[src/rtl/tdt_dmi_apb_master_if.sv]
// Bus bundle between the DTM request side and the DM APB side of the DMI APB master.
//   dtm_apbm_*  : single-cycle DMI request from the DTM
//   apbm_dtm_*  : read data, ready and error status back to the DTM
//   apbm_dm_*   : APB3 master signals toward the DM register file
//   dm_apbm_*   : APB3 slave response
// Modport master is the bridge view; modport slave is the surrounding (DTM + DM) view.
interface tdt_dmi_apb_master_if #(
    parameter int unsigned DTM_ABITS = 16
);
    logic                   dtm_apbm_wr_vld;
    logic [DTM_ABITS-1:0]   dtm_apbm_wr_addr;
    logic [1:0]             dtm_apbm_wr_flg;
    logic [31:0]            dtm_apbm_wdata;

    logic [31:0]            apbm_dtm_rdata;
    logic                   apbm_dtm_wr_ready;
    logic                   apbm_dtm_err;

    logic                   apbm_dm_psel;
    logic                   apbm_dm_penable;
    logic                   apbm_dm_pwrite;
    logic [DTM_ABITS+1:0]   apbm_dm_paddr;
    logic [31:0]            apbm_dm_pwdata;

    logic [31:0]            dm_apbm_prdata;
    logic                   dm_apbm_pready;
    logic                   dm_apbm_pslverr;

    modport master (
        input  dtm_apbm_wr_vld, dtm_apbm_wr_addr, dtm_apbm_wr_flg, dtm_apbm_wdata,
        input  dm_apbm_prdata, dm_apbm_pready, dm_apbm_pslverr,
        output apbm_dtm_rdata, apbm_dtm_wr_ready, apbm_dtm_err,
        output apbm_dm_psel, apbm_dm_penable, apbm_dm_pwrite, apbm_dm_paddr, apbm_dm_pwdata
    );

    modport slave (
        output dtm_apbm_wr_vld, dtm_apbm_wr_addr, dtm_apbm_wr_flg, dtm_apbm_wdata,
        output dm_apbm_prdata, dm_apbm_pready, dm_apbm_pslverr,
        input  apbm_dtm_rdata, apbm_dtm_wr_ready, apbm_dtm_err,
        input  apbm_dm_psel, apbm_dm_penable, apbm_dm_pwrite, apbm_dm_paddr, apbm_dm_pwdata
    );
endinterface

[src/rtl/tdt_dmi_apb_master.sv]
// DMI-to-APB3 master bridge: takes single-cycle read/write requests from the DTM,
// runs each as an APB3 transfer to the debug module, and reports read data,
// idle/ready and error status back to the DTM.
// Ports:
//   tclk          clock, rising edge
//   trst          asynchronous active-high reset
//   dmihardreset  synchronous DMI hard reset; clears rdata/err (at completion if busy)
//   bus           tdt_dmi_apb_master_if.master (DTM request/response + APB3 master)
// Parameters:
//   DTM_ABITS     DMI word address width
//   TIMEOUT       ACCESS cycles allowed before abort (0 disables)
module tdt_dmi_apb_master #(
    parameter int unsigned DTM_ABITS = 16,
    parameter int unsigned TIMEOUT   = 256
) (
    input  logic                        tclk,
    input  logic                        trst,
    input  logic                        dmihardreset,
    tdt_dmi_apb_master_if.master        bus
);

    localparam int unsigned CNT_W   = (TIMEOUT > 0) ? $clog2(TIMEOUT + 1) : 1;
    localparam int unsigned PADDR_W = DTM_ABITS + 2;
    localparam bit          TO_EN   = (TIMEOUT != 0);
    localparam logic [CNT_W-1:0] CNT_LAST = CNT_W'(TIMEOUT - 1);
    localparam logic [CNT_W-1:0] CNT_SAT  = {CNT_W{1'b1}};

    typedef enum logic [1:0] {
        IDLE   = 2'd0,
        SETUP  = 2'd1,
        ACCESS = 2'd2
    } state_t;

    state_t               state;
    logic [CNT_W-1:0]     cnt;
    logic                 discard;
    logic                 psel;
    logic                 penable;
    logic                 pwrite;
    logic [PADDR_W-1:0]   paddr;
    logic [31:0]          pwdata;
    logic [31:0]          rdata;
    logic                 err;

    logic                 req_ok_c;
    logic                 timeout_c;
    logic                 drop_c;

    // Only read (1) and write (2) op codes start an APB transfer.
    assign req_ok_c  = bus.dtm_apbm_wr_vld &&
                       ((bus.dtm_apbm_wr_flg == 2'd1) || (bus.dtm_apbm_wr_flg == 2'd2));
    assign timeout_c = TO_EN && (cnt == CNT_LAST);
    // Result of the in-flight transfer is thrown away if a hard reset was seen during it.
    assign drop_c    = discard || dmihardreset;

    // Bridge FSM with registered APB and DTM-side outputs.
    always_ff @(posedge tclk or posedge trst) begin
        if (trst) begin
            state   <= IDLE;
            cnt     <= '0;
            discard <= 1'b0;
            psel    <= 1'b0;
            penable <= 1'b0;
            pwrite  <= 1'b0;
            paddr   <= '0;
            pwdata  <= '0;
            rdata   <= '0;
            err     <= 1'b0;
        end else begin
            case (state)
                IDLE: begin
                    if (dmihardreset) begin
                        // Hard reset wins over a same-cycle request.
                        rdata <= '0;
                        err   <= 1'b0;
                    end else if (req_ok_c) begin
                        paddr   <= {bus.dtm_apbm_wr_addr, 2'b00};
                        pwdata  <= bus.dtm_apbm_wdata;
                        pwrite  <= bus.dtm_apbm_wr_flg[1];
                        err     <= 1'b0;
                        cnt     <= '0;
                        discard <= 1'b0;
                        psel    <= 1'b1;
                        penable <= 1'b0;
                        state   <= SETUP;
                    end
                end

                SETUP: begin
                    if (dmihardreset) begin
                        discard <= 1'b1;
                    end
                    penable <= 1'b1;
                    state   <= ACCESS;
                end

                ACCESS: begin
                    if (cnt != CNT_SAT) begin
                        cnt <= cnt + CNT_W'(1);
                    end
                    if (bus.dm_apbm_pready) begin
                        psel    <= 1'b0;
                        penable <= 1'b0;
                        discard <= 1'b0;
                        state   <= IDLE;
                        if (drop_c) begin
                            rdata <= '0;
                            err   <= 1'b0;
                        end else begin
                            if (!pwrite) begin
                                rdata <= bus.dm_apbm_prdata;
                            end
                            err <= bus.dm_apbm_pslverr;
                        end
                    end else if (timeout_c) begin
                        psel    <= 1'b0;
                        penable <= 1'b0;
                        discard <= 1'b0;
                        state   <= IDLE;
                        if (drop_c) begin
                            rdata <= '0;
                            err   <= 1'b0;
                        end else begin
                            if (!pwrite) begin
                                rdata <= 32'hFFFF_FFFF;
                            end
                            err <= 1'b1;
                        end
                    end else if (dmihardreset) begin
                        discard <= 1'b1;
                    end
                end

                default: begin
                    psel    <= 1'b0;
                    penable <= 1'b0;
                    state   <= IDLE;
                end
            endcase
        end
    end

    assign bus.apbm_dtm_wr_ready = (state == IDLE);
    assign bus.apbm_dtm_rdata    = rdata;
    assign bus.apbm_dtm_err      = err;
    assign bus.apbm_dm_psel      = psel;
    assign bus.apbm_dm_penable   = penable;
    assign bus.apbm_dm_pwrite    = pwrite;
    assign bus.apbm_dm_paddr     = paddr;
    assign bus.apbm_dm_pwdata    = pwdata;

endmodule

[src/flat_wrapper.sv]
// flat-port wrapper written by rule: the top's interface ports become plain ports
module tdt_dmi_apb_master_flat 
#(
    parameter int unsigned DTM_ABITS = 16,
    parameter int unsigned TIMEOUT   = 256
)
  (tclk, trst, dmihardreset, bus_dtm_apbm_wr_vld, bus_dtm_apbm_wr_addr, bus_dtm_apbm_wr_flg, bus_dtm_apbm_wdata, bus_dm_apbm_prdata, bus_dm_apbm_pready, bus_dm_apbm_pslverr, bus_apbm_dtm_rdata, bus_apbm_dtm_wr_ready, bus_apbm_dtm_err, bus_apbm_dm_psel, bus_apbm_dm_penable, bus_apbm_dm_pwrite, bus_apbm_dm_paddr, bus_apbm_dm_pwdata);
  tdt_dmi_apb_master_if #(.DTM_ABITS(DTM_ABITS)) bus_i ();
  input  logic tclk;
  input  logic trst;
  input  logic dmihardreset;
  input wire logic [$bits(bus_i.dtm_apbm_wr_vld)-1:0] bus_dtm_apbm_wr_vld;
  input wire logic [$bits(bus_i.dtm_apbm_wr_addr)-1:0] bus_dtm_apbm_wr_addr;
  input wire logic [$bits(bus_i.dtm_apbm_wr_flg)-1:0] bus_dtm_apbm_wr_flg;
  input wire logic [$bits(bus_i.dtm_apbm_wdata)-1:0] bus_dtm_apbm_wdata;
  input wire logic [$bits(bus_i.dm_apbm_prdata)-1:0] bus_dm_apbm_prdata;
  input wire logic [$bits(bus_i.dm_apbm_pready)-1:0] bus_dm_apbm_pready;
  input wire logic [$bits(bus_i.dm_apbm_pslverr)-1:0] bus_dm_apbm_pslverr;
  output wire logic [$bits(bus_i.apbm_dtm_rdata)-1:0] bus_apbm_dtm_rdata;
  output wire logic [$bits(bus_i.apbm_dtm_wr_ready)-1:0] bus_apbm_dtm_wr_ready;
  output wire logic [$bits(bus_i.apbm_dtm_err)-1:0] bus_apbm_dtm_err;
  output wire logic [$bits(bus_i.apbm_dm_psel)-1:0] bus_apbm_dm_psel;
  output wire logic [$bits(bus_i.apbm_dm_penable)-1:0] bus_apbm_dm_penable;
  output wire logic [$bits(bus_i.apbm_dm_pwrite)-1:0] bus_apbm_dm_pwrite;
  output wire logic [$bits(bus_i.apbm_dm_paddr)-1:0] bus_apbm_dm_paddr;
  output wire logic [$bits(bus_i.apbm_dm_pwdata)-1:0] bus_apbm_dm_pwdata;
  assign bus_i.dtm_apbm_wr_vld = bus_dtm_apbm_wr_vld;
  assign bus_i.dtm_apbm_wr_addr = bus_dtm_apbm_wr_addr;
  assign bus_i.dtm_apbm_wr_flg = bus_dtm_apbm_wr_flg;
  assign bus_i.dtm_apbm_wdata = bus_dtm_apbm_wdata;
  assign bus_i.dm_apbm_prdata = bus_dm_apbm_prdata;
  assign bus_i.dm_apbm_pready = bus_dm_apbm_pready;
  assign bus_i.dm_apbm_pslverr = bus_dm_apbm_pslverr;
  assign bus_apbm_dtm_rdata = bus_i.apbm_dtm_rdata;
  assign bus_apbm_dtm_wr_ready = bus_i.apbm_dtm_wr_ready;
  assign bus_apbm_dtm_err = bus_i.apbm_dtm_err;
  assign bus_apbm_dm_psel = bus_i.apbm_dm_psel;
  assign bus_apbm_dm_penable = bus_i.apbm_dm_penable;
  assign bus_apbm_dm_pwrite = bus_i.apbm_dm_pwrite;
  assign bus_apbm_dm_paddr = bus_i.apbm_dm_paddr;
  assign bus_apbm_dm_pwdata = bus_i.apbm_dm_pwdata;
  tdt_dmi_apb_master #(.DTM_ABITS(DTM_ABITS), .TIMEOUT(TIMEOUT)) u_core (.tclk(tclk), .trst(trst), .dmihardreset(dmihardreset), .bus(bus_i));
endmodule
[config.mk]
export PLATFORM = sky130hd
export DESIGN_NAME = tdt_dmi_apb_master_flat
export DESIGN_NICKNAME = d
export VERILOG_FILES = /design/src/rtl/tdt_dmi_apb_master_if.sv /design/src/rtl/tdt_dmi_apb_master.sv /design/src/flat_wrapper.sv
export SDC_FILE = /design/constraint.sdc
export NUM_CORES = 1
export LEC_CHECK = 0
export ABC_CLOCK_PERIOD_IN_PS = 3500
export BUFFER_PORTS_ARGS = -buffer_cell sky130_fd_sc_hd__buf_4
export CORE_MARGIN = 3
export CORE_UTILIZATION = 30
export CTS_CLUSTER_DIAMETER = 60
export CTS_CLUSTER_SIZE = 25
export DETAILED_ROUTE_END_ITERATION = 10
export PLACE_DENSITY = 0.58
export SLEW_MARGIN = 20
export SYNTH_ARGS = -nofsm -noshare
export SYNTH_HDL_FRONTEND = slang
export SYNTH_SLANG_ARGS = --single-unit
[constraint.sdc]
create_clock -name tclk -period 3.5 [get_ports tclk]
set_clock_uncertainty 0.15 [all_clocks]
set_input_delay 0.35 -clock tclk [delete_from_list [all_inputs] [get_ports tclk]]
set_output_delay 0.35 -clock tclk [all_outputs]
set_load 0.01 [all_outputs]
# Word level (Yosys, flattened, before mapping)

Cells that the tools add are included.

Muxes and demuxes: 35
$add $sub $neg: 1
Bitwise operators: 2
Eq/ne operators: 13
Reduce and logical (&&, ||, !) cells: 13

Operator list:

| cell                                                | count |
|---|---|
| 2-to-1 mux 32 bit                                   | 7 |
| one-hot mux 32 bit (2 select lines)                 | 1 |
| 2-to-1 mux 9 bit                                    | 3 |
| one-hot mux 9 bit (2 select lines)                  | 1 |
| 2-to-1 mux 1 bit                                    | 14 |
| AND reduction 3 bit                                 | 4 |
| AND reduction 4 bit                                 | 3 |
| adder 9 x 1 -> 9 bit, second input constant         | 1 |
| equality test 9 x 8 -> 1 bit, second input constant | 1 |
| != test 9 bit, second input constant                | 1 |
| one-hot mux 1 bit (3 select lines)                  | 3 |
| 2-to-1 mux 2 bit                                    | 4 |
| != test 3 x 2 -> 1 bit, second input constant       | 2 |
| one-hot mux 2 bit (3 select lines)                  | 1 |
| equality test 2 x 1 -> 1 bit, second input constant | 2 |
| equality test 2 bit, second input constant          | 2 |
| != test 2 x 1 -> 1 bit, second input constant       | 2 |
| != test 2 bit, second input constant                | 2 |
| != test 3 bit, second input constant                | 1 |
| nonzero test 3 bit                                  | 1 |
| zero test 2 bit                                     | 1 |
| logical OR 1 bit                                    | 2 |
| NOT 1 bit                                           | 2 |
| one-hot mux 1 bit (2 select lines)                  | 1 |
| 2 further kinds                                     | 2 |

Flip-flop bits (word level): 96
Logic and storage cells: 74
Input bits: 88
Output and inout bits: 87

# Longest topological paths before layout

Word-level depth: 6
Mapped depth: 9
Depth with buffers taken out: 8

# Least setup slack after synthesis

OpenSTA, ideal clock, no wires.

Kind: register -> register
Start: reg u_core.cnt[0]
End: reg u_core.cnt[6]
Setup slack: 1.355 ns
Clock period less this slack: 2.145 ns
Stages on the path, launching flop included: 8
Data required time: 3.226 ns
Arrival: 1.871 ns
Cells stage by stage: dfrtp_1 -> ha_1 -> nand3_1 -> nor2_1 -> ha_1 -> or4b_4 -> and3_4 -> a211o_1

Cells in the longest elaborated chain, start to end: 3
Elaborated cells on any way between the ends: 6
Those cells by class: add/sub (1); eq/ne (2); mux (2); reduce/logical (1)

Ends and longest elaborated chain:

| what                                                                             | line                                               | text |
|---|---|---|
| start, declared                                                                  | tdt_dmi_apb_master.sv:35                           | `logic [CNT_W-1:0] cnt;` |
| start signal, assigned                                                           | tdt_dmi_apb_master.sv:99                           | `cnt <= cnt + CNT_W'(1);` |
| adder 9 x 1 -> 9 bit / != test 9 bit (equally long branches)                     | tdt_dmi_apb_master.sv:99, tdt_dmi_apb_master.sv:98 |  |
| 2-to-1 mux 9 bit / != test 2 x 1 -> 1 bit (equally long branches)                | --                                                 |  |
| one-hot mux 9 bit (2 select lines) / AND reduction 4 bit (equally long branches) | --                                                 |  |

Several ways; a longest one is shown, not always the timed one. The select of a mux whose other input is x is not followed.
A chain may end at the register's enable or synchronous reset.

# Worst setup path in the final report

Start: reg u_core.cnt[0]
End: reg u_core.rdata[16], in the netlist u_core.bus.apbm_dtm_rdata[16]

Cells in the longest elaborated chain, start to end: 3

Ends and longest elaborated chain:

| what                                    | line                      | text |
|---|---|---|
| equality test 9 x 8 -> 1 bit            | tdt_dmi_apb_master.sv:52  | `assign timeout_c = TO_EN && (cnt == CNT_LAST);` |
| != test 3 x 2 -> 1 bit (no source line) | --                        |  |
| AND reduction 4 bit (no source line)    | --                        |  |
| end signal, assigned                    | tdt_dmi_apb_master.sv:111 | `rdata <= bus.dm_apbm_prdata;` |
| end, declared                           | tdt_dmi_apb_master.sv:42  | `logic [31:0] rdata;` |

No other way between the ends.

==> reports/metrics.yaml <==
clkPwrFrac_pct: 21.0
insertion_delay_ns: 0.34
max_freq_ghz: 0.3823
cp.required_ns: 3.61
dp.cells: 647
ctsRootBufferMaster: "clkbuf_16"
synth-async-reset-ratio_pct: 100.0
drv_cap: 0
die_area_mm2: 0.01526
row_count: 42
relSlewSlack_pct: 46.74
grt-ovfl-total: 0
synth_sequential_area_ratio_pct: 57.37
netlist_area_mm2: 0.004144
ys.flop_type: "dfrtp_1"
cp-start-kind: "flip-flop"
crit_start: "u_core.cnt[0]"
ant_nets: 0
final_nets: 579
area_growth_syn_to_layout_pct: 42.00
status: "finished, final reports clean"
antenna_found_initial: 0
die_x_um: 123.5
layout.cells.non_filler: 664
max-clock-path-buffers: 2
io_pins: 175
cp_slowest_cell: "dfrtp_1"
drive_above_1_share_pct: 48.98
rsz0062_at_grt: "no"
fillCellCount: 1267
dr.max_layer_used: "met4"
via_per_inst: 4.663
path_delay_family: "compound AO/OA/AOI/OAI gates"
setup-tns-final_ns: 0
power.switching_w: 0.001497
yosys_warnings: 0
wl_per_cell_um: 15.47
grt_usage_pct: 13.26
antenna_cells: 0
synth.largest_area_cell: "dfrtp_1"
drc: 0
cp_max_fo: 17
worst_path_most_repeated_cell: "ha_1"
cp_data_arrival_time_ns: 2.73
combinationalPowerShare_pct: 39.7
synth.avg_cell_area_um2: 13.28
tightest_slew_ns: 0.7886
drt_iter0_markers: 118
core_mm2: 0.01340
synth-edff-count: 0
clk_pin_slew_ns: 0.07
routed-wl-met2_mm: 4.779
setup_violations: 0
wirelength_mm: 10.27
die_h_um: 123.5
end_kind: "flip-flop"
dp_hpwl_mm: 7.461
wl_met1_mm: 4.351
synth_seq_cells: 95
grt_pass1_wl_mm: 15.61
netlist_top_cells_area: "dfrtp_1, mux2_2, o2bb2ai_1"
drtPass1Iterations: 4
layout_min_cycle_time_ns: 2.616
worst-path-stages: 9
grt_max_degree: 50
met3WireLength_um: 949
switching_share_pct: 32.56
hp-start: "bus_dtm_apbm_wr_addr[9]"
ir_drop_v: 0.0005337
initial_core_util_pct: 30.92
power.density_mw_per_mm2: 781.2
maxSlewViolCount: 0
dr_total_vias: 3096
p_leak_nw: 2.796
ff_latch_area_mm2: 0.002377
gp_congestion: 0.7460
rr_worst_depth: 9
cts_max_level: 3
rr_startpoint: "u_core.cnt[0]"
critPathBufInv: 1
port_buffers: 172
cts_tree: "yes"
min_path_cells: 2
final_hold_viol_count: 0
cts_made_buffers: 9
synthCells: 312
grt_pass1_vias: 3126
clock_sinks: 95
power.internal_w: 0.003100
multi_input_area_mm2: 0.001633
critPathKind: "reg -> reg"
ys_types: 42
hold_path.class: "in -> reg"
seqPwrFrac_pct: 39.3
slowest_delay_ns: 0.41
period_share_pct: 74.74
critical_path.cell_chain: "ha_1 -> nand3_1 -> nor2_1 -> ha_1 -> or3b_1 -> o21ai_0 -> o21bai_2 -> buf_4 -> o2bb2ai_1"
netlist.area_leader.share_pct: 57.37
-- layout make-up --
class	instances	share of cell area, %
Sequential cell	95	40.40
Multi-Input combinational cell	193	27.75
Timing Repair Buffer	178	22.75
Clock buffer	11	3.955
Tap cell	176	3.742
Clock inverter	5	0.9781
Inverter	6	0.4253
-- cells in the mapped netlist (2+ instances only) --
cell type,number
dfrtp_1,95
mux2_2,42
nor2b_1,34
o2bb2ai_1,32
mux2_1,10
ha_1,8
o21ai_0,8
buf_2,7
inv_1,6
nand2_1,6
clkbuf_1,5
o31ai_1,5
and2_1,4
buf_6,4
nor3_1,4
nor4_1,4
buf_4,3
nand2b_1,3
nor2_1,3
o21a_1,3
a21oi_1,2
a221o_1,2
nand4b_1,2
o41ai_1,2
-- final timing paths --
| check | end | slack (ns) |
|---|---|---|
| worst max-delay path | u_core.bus.apbm_dtm_rdata[16] | 0.88 |
| worst min-delay path | u_core.bus.apbm_dm_paddr[11] | 0.07 |
| worst max register to register | u_core.bus.apbm_dtm_rdata[16] | 0.88 |
| worst min register to register | u_core.bus.apbm_dtm_rdata[11] | 0.34 |
| max in group asynchronous | u_core.bus.apbm_dm_pwdata[4] | 1.94 |
| min in group asynchronous | u_core.bus.apbm_dm_pwdata[24] | 0.50 |
-- per-layer routing --
layer | global-route usage, % | vias up
li1 | - | 1462
met1 | 16.19 | 1490
met2 | 20.73 | 127
met3 | 5.535 | 17
met4 | 5.398 | 0
met5 | 0 | -
-- power by group through the flow --
stage | clock (W) | sequential, W | combinational (W)
CTS | 0.00102 | 0.00181 | 0.00186
detailed placement | 0 | 0.00182 | 0.00186
global route | 0.00106 | 0.00186 | 0.00199
floorplan | 0 | 0.00198 | 0.000776
global placement | 0 | 0.00181 | 0.00183
finish | 0.000968 | 0.00180 | 0.00182
-- worst register-to-register path: cells and delay by family, from the launching register on --
kind            cells  cell delay, ns
compound gates      3            0.62
simple gates        3            0.54
fa+ha+maj           2            0.46
flops               1            0.41
buf+inv             1            0.35
-- cells in the final DEF, fill, tap and decap left out, types with 2 or more instances in the layout --
cell type and n:
a21oi_1 2, a221o_1 2, and2_1 4, buf_4 177, clkbuf_1 2, clkbuf_16 9, clkinv_2 2, conb_1 2
dfrtp_1 95, ha_1 8, inv_1 5, mux2_1 10, mux2_2 42, nand2_1 6, nand2b_1 3, nand4b_1 2
nor2_1 3, nor2b_1 34, nor3_1 4, nor4_1 4, o21a_1 3, o21ai_0 8, o2bb2ai_1 32, o31ai_1 5
o41ai_1 2
-- metrics by stage --
step                      setup WS (ns)  cell area (µm²)  total power [W]  util (%)  hold WS, ns
final                            0.8842             5884         0.004597     43.91      0.06841
after global routing             0.6948             5884         0.004920     43.91      0.05185
after CTS                        0.8586             5884         0.004689     43.91      0.04857
after detailed placement         0.8804             5584         0.003680     41.67       0.3131
after global placement           0.9772             5584         0.003638     41.67       0.3130
after floorplan                  0.5230             4148         0.002756         -       0.3026
-- registers in the layout, indices dropped and copies added (netlist names) --
signal and cells:
u_core.bus.apbm_dm_psel 1, u_core.cnt 9, u_core.state 2, u_core.bus.apbm_dm_pwrite 1, u_core.bus.apbm_dtm_err 1, u_core.bus.apbm_dm_pwdata 32
u_core.bus.apbm_dtm_rdata 32, u_core.bus.apbm_dm_paddr 16, u_core.discard 1
-- cell families (layout without fill, tap and decap cells) --
logic type,after synthesis,in the layout,share of synthesized area (%)
flip-flops,95,95,57.37
AND/OR/NAND/NOR,69,69,10.45
AO/OA/AOI/OAI,60,60,11.65
multiplexers,52,52,14.13
buffers and inverters,25,200,3.472
adder cells (fa/ha/maj),8,8,2.416
XOR/XNOR,2,2,0.4228
other,1,2,0.09049
-- timing repair --
action | 4_1_cts | 5_1_grt
gates resized for setup | 0 | 0
hold buffers | 1 | 0
endpoints found under the hold margin | 44 | 0
setup buffers | 0 | 0
(Power assumes the default switching activity.)
